[src/rtl/accum_pkg.sv]
// Shared types and default widths for the product accumulator.
package accum_pkg;

    localparam int unsigned PW_DEFAULT = 8;
    localparam int unsigned LW_DEFAULT = 4;

    typedef enum logic [1:0] {
        IDLE = 2'd0,
        ACC  = 2'd1,
        DONE = 2'd2
    } state_t;

endpackage

[src/rtl/product_accumulator.sv]
// Sums a frame of len products from an upstream multiplier and presents the
// total and product count with a valid/ready handshake.
module product_accumulator
    import accum_pkg::*;
#(
    parameter int unsigned PW = PW_DEFAULT,
    parameter int unsigned LW = LW_DEFAULT
) (
    input  logic             clk,
    input  logic             rst,
    input  logic [PW-1:0]    p_in,
    input  logic             p_valid,
    output logic             p_ready,
    input  logic [LW-1:0]    len,
    output logic [PW+LW-1:0] out_sum,
    output logic [LW:0]      out_count,
    output logic             out_valid,
    input  logic             out_ready
);

    localparam int unsigned SW = PW + LW;
    localparam int unsigned CW = LW + 1;
    localparam logic [CW-1:0] FULL_FRAME = CW'(2 ** LW);

    state_t          state;
    state_t          state_next;
    logic [SW-1:0]   acc;
    logic [SW-1:0]   acc_next;
    logic [CW-1:0]   cnt;
    logic [CW-1:0]   cnt_next;
    logic [CW-1:0]   target;
    logic [CW-1:0]   target_next;
    logic [CW-1:0]   cnt_inc;
    logic [CW-1:0]   frame_len;
    logic            xfer;

    // Handshake flags decode directly from the state register.
    assign p_ready   = (state != DONE);
    assign out_valid = (state == DONE);
    assign out_sum   = acc;
    assign out_count = cnt;

    assign xfer      = p_valid && p_ready;
    assign cnt_inc   = cnt + CW'(1);
    assign frame_len = (len == '0) ? FULL_FRAME : CW'(len);

    // Next-state and datapath update.
    always_comb begin
        state_next  = state;
        acc_next    = acc;
        cnt_next    = cnt;
        target_next = target;
        case (state)
            IDLE: begin
                if (xfer) begin
                    acc_next    = SW'(p_in);
                    cnt_next    = CW'(1);
                    target_next = frame_len;
                    state_next  = (frame_len == CW'(1)) ? DONE : ACC;
                end
            end
            ACC: begin
                if (xfer) begin
                    acc_next   = acc + SW'(p_in);
                    cnt_next   = cnt_inc;
                    state_next = (cnt_inc == target) ? DONE : ACC;
                end
            end
            DONE: begin
                if (out_ready) begin
                    acc_next   = '0;
                    cnt_next   = '0;
                    state_next = IDLE;
                end
            end
            default: begin
                state_next = IDLE;
            end
        endcase
    end

    // State register; reset discards any partial or unconsumed frame.
    always_ff @(posedge clk) begin
        if (rst) begin
            state  <= IDLE;
            acc    <= '0;
            cnt    <= '0;
            target <= '0;
        end else begin
            state  <= state_next;
            acc    <= acc_next;
            cnt    <= cnt_next;
            target <= target_next;
        end
    end

endmodule

[config.mk]
export PLATFORM = sky130hd
export DESIGN_NAME = product_accumulator
export DESIGN_NICKNAME = d
export VERILOG_FILES = /design/src/rtl/accum_pkg.sv /design/src/rtl/product_accumulator.sv
export SDC_FILE = /design/constraint.sdc
export NUM_CORES = 1
export LEC_CHECK = 0
export BUFFER_PORTS_ARGS = -buffer_cell sky130_fd_sc_hd__buf_2
export CAP_MARGIN = 40
export CORE_ASPECT_RATIO = 0.8
export CORE_MARGIN = 2
export CORE_UTILIZATION = 58
export DETAILED_ROUTE_END_ITERATION = 10
export PLACE_DENSITY = 0.81
export SYNTH_ARGS = -nofsm -noshare
export SYNTH_HDL_FRONTEND = slang
export SYNTH_SLANG_ARGS = --single-unit
[constraint.sdc]
create_clock -name clk -period 3.37 [get_ports clk]
set_clock_uncertainty 0.05 [all_clocks]
set_input_delay 0.5055 -clock clk [delete_from_list [all_inputs] [get_ports clk]]
set_output_delay 0.5055 -clock clk [all_outputs]
set_load 0.05 [all_outputs]
==> qor.json, run 1 <==
{
  "p_seq_frac": {"value": 0.254},
  "critical_path.reg2reg.endpoint": {"value": "out_sum[11]"},
  "grt_setup_unrepaired": {"value": "no"},
  "final_nets": {"value": 259},
  "p_int": {"value": 0.729, "unit": "mW"},
  "dp_slack": {"value": 1020, "unit": "ps"},
  "ys_dominant_reg_cell": {"value": "sky130_fd_sc_hd__dfxtp_1"},
  "initial_antenna_violation_count": {"value": 0},
  "netlist-cell-type-count": {"value": 50},
  "postCtsHoldBufs": {"value": 0},
  "port_buffers": {"value": 34},
  "groute.usage.overall": {"value": 0.266},
  "netlist_top_cells_count": {"value": "24 x sky130_fd_sc_hd__dfxtp_1, 20 x sky130_fd_sc_hd__nand2_1, 16 x sky130_fd_sc_hd__a21oi_1"},
  "grt_max_degree": {"value": 26},
  "clock_sinks": {"value": 24},
  "area.growth.synth_to_final": {"value": 10.6, "unit": "%"},
  "synth-edff-count": {"value": 0},
  "cts_tree": {"value": "yes"},
  "criticalPathCategory": {"value": "reg2reg"},
  "layout-drive-gt1-share": {"value": 0.202},
  "synthesis.area": {"value": 1670, "unit": "µm²"},
  "finalHoldViolations": {"value": 0},
  "finalWirelength": {"value": 4160, "unit": "µm"},
  "fin_crit_share": {"value": 0.699},
  "netSwitchingFraction": {"value": 0.540},
  "clockRootBuffer": {"value": "sky130_fd_sc_hd__clkbuf_4"},
  "wire_per_inst": {"value": 15.6, "unit": "µm"},
  "ys_seq_area_frac": {"value": 0.288},
  "floorplan.die.height": {"value": 52.0, "unit": "µm"},
  "static-leakage-power": {"value": 0.788, "unit": "nW"},
  "layoutNonFillerInstCount": {"value": 266},
  "clkSlewWorstSetupHoldPaths": {"value": 140, "unit": "ps"},
  "boundaryPins": {"value": 35},
  "critical_path.startpoint": {"value": "state[0]"},
  "drtIter0Drc": {"value": 107},
  "worst-endpoint-arrival": {"value": 2550, "unit": "ps"},
  "transition_time_of_the_tightest_slew_check_pin": {"value": 545, "unit": "ps"},
  "antenna_cells_inserted": {"value": 0},
  "ant_nets": {"value": 0},
  "worst-endpoint-required": {"value": 3570, "unit": "ps"},
  "comb_power_share": {"value": 0.663},
  "crit_path_end": {"value": "out_sum[11]"},
  "width_of_the_die": {"value": 64.0, "unit": "µm"},
  "fin_setup_tns": {"value": 0, "unit": "ps"},
  "drtPass1Iterations": {"value": 4},
  "yosysWarnings": {"value": 0},
  "run_status": {"value": "finished clean"},
  "post-layout-total-power": {"value": 1.59, "unit": "mW"},
  "yosysTopAreaCellShare": {"value": 0.288},
  "starting_density_of_the_core": {"value": 0.608},
  "worst_hold_path.num_cells": {"value": 3},
  "report.final.slew_viol_count": {"value": 0},
  "route.vias.total": {"value": 1654},
  "first_global_vias": {"value": 1575},
  "netlist.top_cell.by_area": {"value": "sky130_fd_sc_hd__dfxtp_1"},
  "slew_headroom": {"value": 0.636},
  "synth-seq-cells": {"value": 24},
  "std_cell_rows": {"value": 17},
  "fmaxAchievable": {"value": 0.425, "unit": "GHz"},
  "viasPerCell": {"value": 6.22},
  "clk_path_buf_depth": {"value": 2},
  "share_clk_of_total_power": {"value": 0.083},
  "crit_path_cell_trace": {"value": "inv_1 -> ha_1 -> and2_1 -> nand2_1 -> or4_1 -> a31oi_1"},
  "floorplan.die_area": {"value": 3330, "unit": "µm²"},
  "postSynth.asyncResetShare": {"value": 0},
  "cpPeakStageDelay": {"value": 530, "unit": "ps"},
  "crit-reg2reg-launch": {"value": "state[0]"},
  "hpwlAfterDp": {"value": 2980, "unit": "µm"},
  "detail_route.drc_violations": {"value": 0},
  "h-tree-depth": {"value": 1},
  "synth_top_cells_by_area": {"value": "sky130_fd_sc_hd__dfxtp_1 29%, sky130_fd_sc_hd__ha_1 9.0%, sky130_fd_sc_hd__a21oi_1 4.8%"},
  "report.final.setup_viol": {"value": 0},
  "aggregate_global_routing_overflow": {"value": 0},
  "syn-mean-instance-area": {"value": 8.30, "unit": "µm²"},
  "power.density_cell_area": {"value": 858, "unit": "nW/µm²"},
  "grt_pass1_wl": {"value": 6930, "unit": "µm"},
  "synthesis.nets": {"value": 230},
  "synth_most_common_cell": {"value": "sky130_fd_sc_hd__dfxtp_1"},
  "cts-buffers-inserted": {"value": 3},
  "routabilityCongestion": {"value": 0.866},
  "cap_viol_max_count": {"value": 0},
  "core": {"value": 2740, "unit": "µm²"},
  "rr_worst_depth": {"value": 6},
  "crit_fanout": {"value": 9},
  "holdCritPathClass": {"value": "in2reg"},
  "power.net_switching": {"value": 0.857, "unit": "mW"},
  "timing.critical_path.from_type": {"value": "flop"},
  "worst_setup_path_end_kind": {"value": "flop"},
  "dp.cells": {"value": 263},
  "regToRegSetupSlack": {"value": 1020, "unit": "ps"},
  "min_setup_slack_post_route": {"value": 1020, "unit": "ps"},
  "clk_latency": {"value": 320, "unit": "ps"},
  "syn-instance-count": {"value": 201},
  "postCtsSetupBuffers": {"value": 0},
  "critical-path-slowest-cell": {"value": "sky130_fd_sc_hd__or4_1"},
  "post_route_minimum_period": {"value": 2350, "unit": "ps"},
  "max-vdd-ir-drop": {"value": 0.396, "unit": "mV"},
  "post_cts.resized_instances": {"value": 0}
}
worst min-delay path by stage:
stage	startpoint	endpoint	slack, ps
CTS	len[1]	target[1]	390
floorplan	target[1]	target[1]	400
detailed placement	target[1]	target[1]	430
finish	len[1]	target[1]	380
global placement	target[3]	target[3]	410
global route	len[2]	target[2]	400
state kept, by name (all words and copies together) (netlist names):
signal / flops
out_sum: 12
out_count: 5
target: 5
state: 2
power by group through the flow:
stage	combinational [mW]	clock, mW	sequential [mW]
floorplan	0.734	0	0.536
global placement	1.00	0	0.404
detailed placement	1.04	0	0.408
CTS	1.04	0.133	0.401
global route	1.14	0.145	0.410
finish	1.05	0.131	0.403
final cells by class:
cell class | count | area (µm²)
Clock buffer | 3 | 22.5
Fill cell | 231 | 897
Inverter | 7 | 26.3
Multi-Input combinational cell | 160 | 1100
Sequential cell | 24 | 480
Tap cell | 38 | 47.5
Timing Repair Buffer | 34 | 170
kinds of logic after synthesis:
kind of cell               after synthesis  synth area share
and+or+nand+nor                         77             0.240
AOI/OAI and AO/OA                       60             0.265
DFF                                     24             0.288
buffers and inverters                   17            0.0532
adders and majority gates               13             0.102
xor gates and xnor gates                10            0.0525
cells in the final DEF, fill, tap and decap left out, types with 4 or more instances in the layout:
master                     instances
sky130_fd_sc_hd__a21oi_1          16
sky130_fd_sc_hd__a211oi_1          5
sky130_fd_sc_hd__inv_1             6
sky130_fd_sc_hd__o211ai_1          4
sky130_fd_sc_hd__nand3b_1          4
sky130_fd_sc_hd__nand2_1          20
sky130_fd_sc_hd__xnor2_1           5
sky130_fd_sc_hd__buf_2            34
sky130_fd_sc_hd__nand3_1          15
sky130_fd_sc_hd__a31oi_1           4
sky130_fd_sc_hd__a311oi_1          4
sky130_fd_sc_hd__a221oi_1          4
sky130_fd_sc_hd__dfxtp_1          24
sky130_fd_sc_hd__nor3_1            4
sky130_fd_sc_hd__ha_1             12
sky130_fd_sc_hd__xor2_1            5
sky130_fd_sc_hd__o21ai_0           4
sky130_fd_sc_hd__nor2_1           15
per-layer routing:
| layer | vias up | wire length, µm | part of all wire | global-route usage |
|---|---|---|---|---|
| li1 | 801 | - | - | - |
| met3 | 4 | 327 | 0.079 | 0.0584 |
| met2 | 72 | 1960 | 0.47 | 0.458 |
| met4 | 0 | 36 | 0.0087 | 0.0797 |
| met1 | 777 | 1840 | 0.44 | 0.335 |
| met5 | - | 0 | 0 | 0 |
stage by stage:
step	hold WS [ps]	area, µm²	util
6_report	385	1850	0.673
5_1_grt	399	1850	0.673
4_1_cts	390	1850	0.673
3_5_place_dp	429	1820	0.665
3_3_place_gp	409	1820	0.665
2_1_floorplan	398	1670	-
critical path: cells and delay by family, from the launching register on:
kind	cells	cell delay [ps]
flops	1	380
buf+inv	1	70
fa+ha+maj	1	490
simple gates	3	1110
compound gates	1	180
Note: power is estimated with default switching activity, not from simulation.
==> run 2: changes to the inputs <==
--- a/config.mk
+++ b/config.mk
@@ -9,9 +9,9 @@
 export CAP_MARGIN = 40
 export CORE_ASPECT_RATIO = 0.8
 export CORE_MARGIN = 2
-export CORE_UTILIZATION = 58
+export CORE_UTILIZATION = 54
 export DETAILED_ROUTE_END_ITERATION = 10
-export PLACE_DENSITY = 0.81
+export PLACE_DENSITY = 0.76
 export SYNTH_ARGS = -nofsm -noshare
 export SYNTH_HDL_FRONTEND = slang
 export SYNTH_SLANG_ARGS = --single-unit
==> constraint.sdc (replaced) <==
create_clock -name clk -period 2.3 [get_ports clk]
set_clock_uncertainty 0.05 [all_clocks]
set_input_delay 0.345 -clock clk [delete_from_list [all_inputs] [get_ports clk]]
set_output_delay 0.345 -clock clk [all_outputs]
set_load 0.05 [all_outputs]
==> run 2 against run 1 <==
Effect of this change:
- first-iteration DRC count down 27%
- utilization down 3.3 points
- highest routed layer unchanged
- critical endpoint is now out_sum[10]
- die area up 6.9%
==> qor.json, run 2 (same netlist as run 1, synthesis figures left out) <==
{
  "detail_route.drc_violations": {"value": 0, "change": "unchanged"},
  "floorplan.die.height": {"value": 53.7, "unit": "µm", "change": "+3.4%"},
  "layout-drive-gt1-share": {"value": 0.233, "change": "+0.0313"},
  "power.density_cell_area": {"value": 1290, "unit": "nW/µm²", "change": "+50%"},
  "post-layout-total-power": {"value": 2.49, "unit": "mW", "change": "+57%"},
  "post_route_minimum_period": {"value": 2040, "unit": "ps", "change": "-314 ps"},
  "ant_nets": {"value": 0, "change": "unchanged"},
  "cts-buffers-inserted": {"value": 3, "change": "unchanged"},
  "initial_antenna_violation_count": {"value": 0, "change": "unchanged"},
  "worst_setup_path_end_kind": {"value": "flop"},
  "grt_max_degree": {"value": 26, "change": "unchanged"},
  "clockRootBuffer": {"value": "sky130_fd_sc_hd__clkbuf_8"},
  "report.final.setup_viol": {"value": 0, "change": "unchanged"},
  "clk_latency": {"value": 270, "unit": "ps", "change": "-50 ps"},
  "layoutNonFillerInstCount": {"value": 276, "change": "+3.8%"},
  "postCtsSetupBuffers": {"value": 0, "change": "unchanged"},
  "largest_register_ff_count": {"value": 12, "change": "unchanged"},
  "max-vdd-ir-drop": {"value": 0.563, "unit": "mV", "change": "+42%"},
  "aggregate_global_routing_overflow": {"value": 0, "change": "unchanged"},
  "groute.usage.overall": {"value": 0.235, "change": "-0.0312"},
  "area.growth.synth_to_final": {"value": 15.7, "unit": "%"},
  "run_status": {"value": "finished clean"},
  "routabilityCongestion": {"value": 0.841, "change": "-2.9%"},
  "fin_crit_share": {"value": 0.887, "change": "+0.188"},
  "floorplan.die_area": {"value": 3550, "unit": "µm²", "change": "+6.9%"},
  "crit_fanout": {"value": 4, "change": "-5"},
  "route.top_layer_used": {"value": "met4"},
  "criticalPathCategory": {"value": "reg2reg"},
  "fmaxAchievable": {"value": 0.490, "unit": "GHz", "change": "+15%"},
  "final_nets": {"value": 267, "change": "+3.1%"},
  "cap_viol_max_count": {"value": 0, "change": "unchanged"},
  "viasPerCell": {"value": 5.80, "change": "-6.7%"},
  "finalInstanceArea": {"value": 1930, "unit": "µm²", "change": "+4.5%"},
  "clock_sinks": {"value": 24, "change": "unchanged"},
  "width_of_the_die": {"value": 66.2, "unit": "µm", "change": "+3.4%"},
  "postCtsHoldBufs": {"value": 0, "change": "unchanged"},
  "worst_hold_slack": {"value": 282, "unit": "ps", "change": "-103 ps"},
  "finalWirelength": {"value": 3820, "unit": "µm", "change": "-8.2%"},
  "final_common_cell": {"value": "sky130_fd_sc_hd__buf_2"},
  "finalHoldViolations": {"value": 0, "change": "unchanged"},
  "drtPass1Iterations": {"value": 4, "change": "unchanged"},
  "hpwlAfterDp": {"value": 2860, "unit": "µm", "change": "-4.1%"},
  "slew_headroom": {"value": 0.666, "change": "+0.0293"},
  "dp.cells": {"value": 273, "change": "+3.8%"},
  "h-tree-depth": {"value": 1, "change": "unchanged"},
  "fin_setup_tns": {"value": 0, "unit": "ps", "change": "unchanged"},
  "timing.critical_path.from_type": {"value": "flop"},
  "postPlaceCellArea": {"value": 1890, "unit": "µm²", "change": "+3.6%"},
  "port_buffers": {"value": 34, "change": "unchanged"},
  "boundaryPins": {"value": 35, "change": "unchanged"},
  "holdCritPathClass": {"value": "in2reg"},
  "first_global_vias": {"value": 1377, "change": "-13%"},
  "wl_met1": {"value": 2010, "unit": "µm", "change": "+9.2%"},
  "grt_setup_unrepaired": {"value": "no"},
  "highest_count_cells_in_the_layout_ignoring_fill_and_taps": {"value": "34 x sky130_fd_sc_hd__buf_2, 24 x sky130_fd_sc_hd__dfxtp_1, 20 x sky130_fd_sc_hd__nand2_1"},
  "post_cts.resized_instances": {"value": 0, "change": "unchanged"},
  "drtIter0Drc": {"value": 78, "change": "-27%"},
  "worst-endpoint-required": {"value": 2450, "unit": "ps", "change": "-1120 ps"},
  "worst-endpoint-arrival": {"value": 2190, "unit": "ps", "change": "-360 ps"},
  "core": {"value": 3020, "unit": "µm²", "change": "+10%"},
  "wire_per_inst": {"value": 13.8, "unit": "µm", "change": "-12%"},
  "antenna_cells_inserted": {"value": 0, "change": "unchanged"},
  "clk_path_buf_depth": {"value": 2, "change": "unchanged"},
  "std_cell_rows": {"value": 18, "change": "+1"},
  "report.final.slew_viol_count": {"value": 0, "change": "unchanged"},
  "starting_density_of_the_core": {"value": 0.553, "change": "-0.0552"},
  "static-leakage-power": {"value": 0.834, "unit": "nW", "change": "+5.8%"},
  "transition_time_of_the_tightest_slew_check_pin": {"value": 501, "unit": "ps", "change": "-43.9 ps"},
  "cts_tree": {"value": "yes"},
  "wl_met2": {"value": 1580, "unit": "µm", "change": "-19%"},
  "route.vias.total": {"value": 1601, "change": "-3.2%"},
  "grt_pass1_wl": {"value": 6400, "unit": "µm", "change": "-7.7%"},
  "met3WireLength": {"value": 213, "unit": "µm", "change": "-35%"},
  "clkSlewWorstSetupHoldPaths": {"value": 90, "unit": "ps", "change": "-50 ps"}
}
[run 2: power breakdown]
part | internal, mW | switching (mW) | total (mW)
clock | 0.117 | 0.135 | 0.252
combinational | 0.600 | 1.04 | 1.65
sequential | 0.510 | 0.0794 | 0.590
[run 2: path summary, 6_finish.rpt]
check                           slack, ps        from  cells past startpoint     endpoint
worst max-delay path                  260  out_sum[0]                      7  out_sum[10]
worst min-delay path                  280      len[1]                      3    target[1]
worst max register to register        260  out_sum[0]                      7  out_sum[10]
worst min register to register        430   target[0]                      2    target[0]
[run 2: per-stage QoR]
step	utilization	worst slack [ps]
global placement	0.626	184
detailed placement	0.626	139
floorplan	-	43.2
finish	0.640	260
global route	0.640	113
CTS	0.640	266
[run 2: final cells by class]
cell class / instances / area, µm²
inverter: 7 / 26.3
fill: 277 / 1090
clock buffer: 3 / 41.3
timing repair buffer: 42 / 230
sequential: 24 / 480
multi-input combinational: 160 / 1100
tap: 40 / 50.0
[run 2: per-layer routing]
metal	track usage	vias to the layer above
met5	0	-
met4	0.0272	0
met3	0.0523	2
met2	0.365	45
met1	0.344	737
li1	-	817
[run 2: critical path: stages (launching register included)]
cell and delay, ps:
sky130_fd_sc_hd__dfxtp_1 360, sky130_fd_sc_hd__ha_1 200, sky130_fd_sc_hd__fa_1 220, sky130_fd_sc_hd__a21oi_1 100
sky130_fd_sc_hd__o21ai_2 220, sky130_fd_sc_hd__o221ai_1 180, sky130_fd_sc_hd__or4b_1 480, sky130_fd_sc_hd__a31oi_1 160
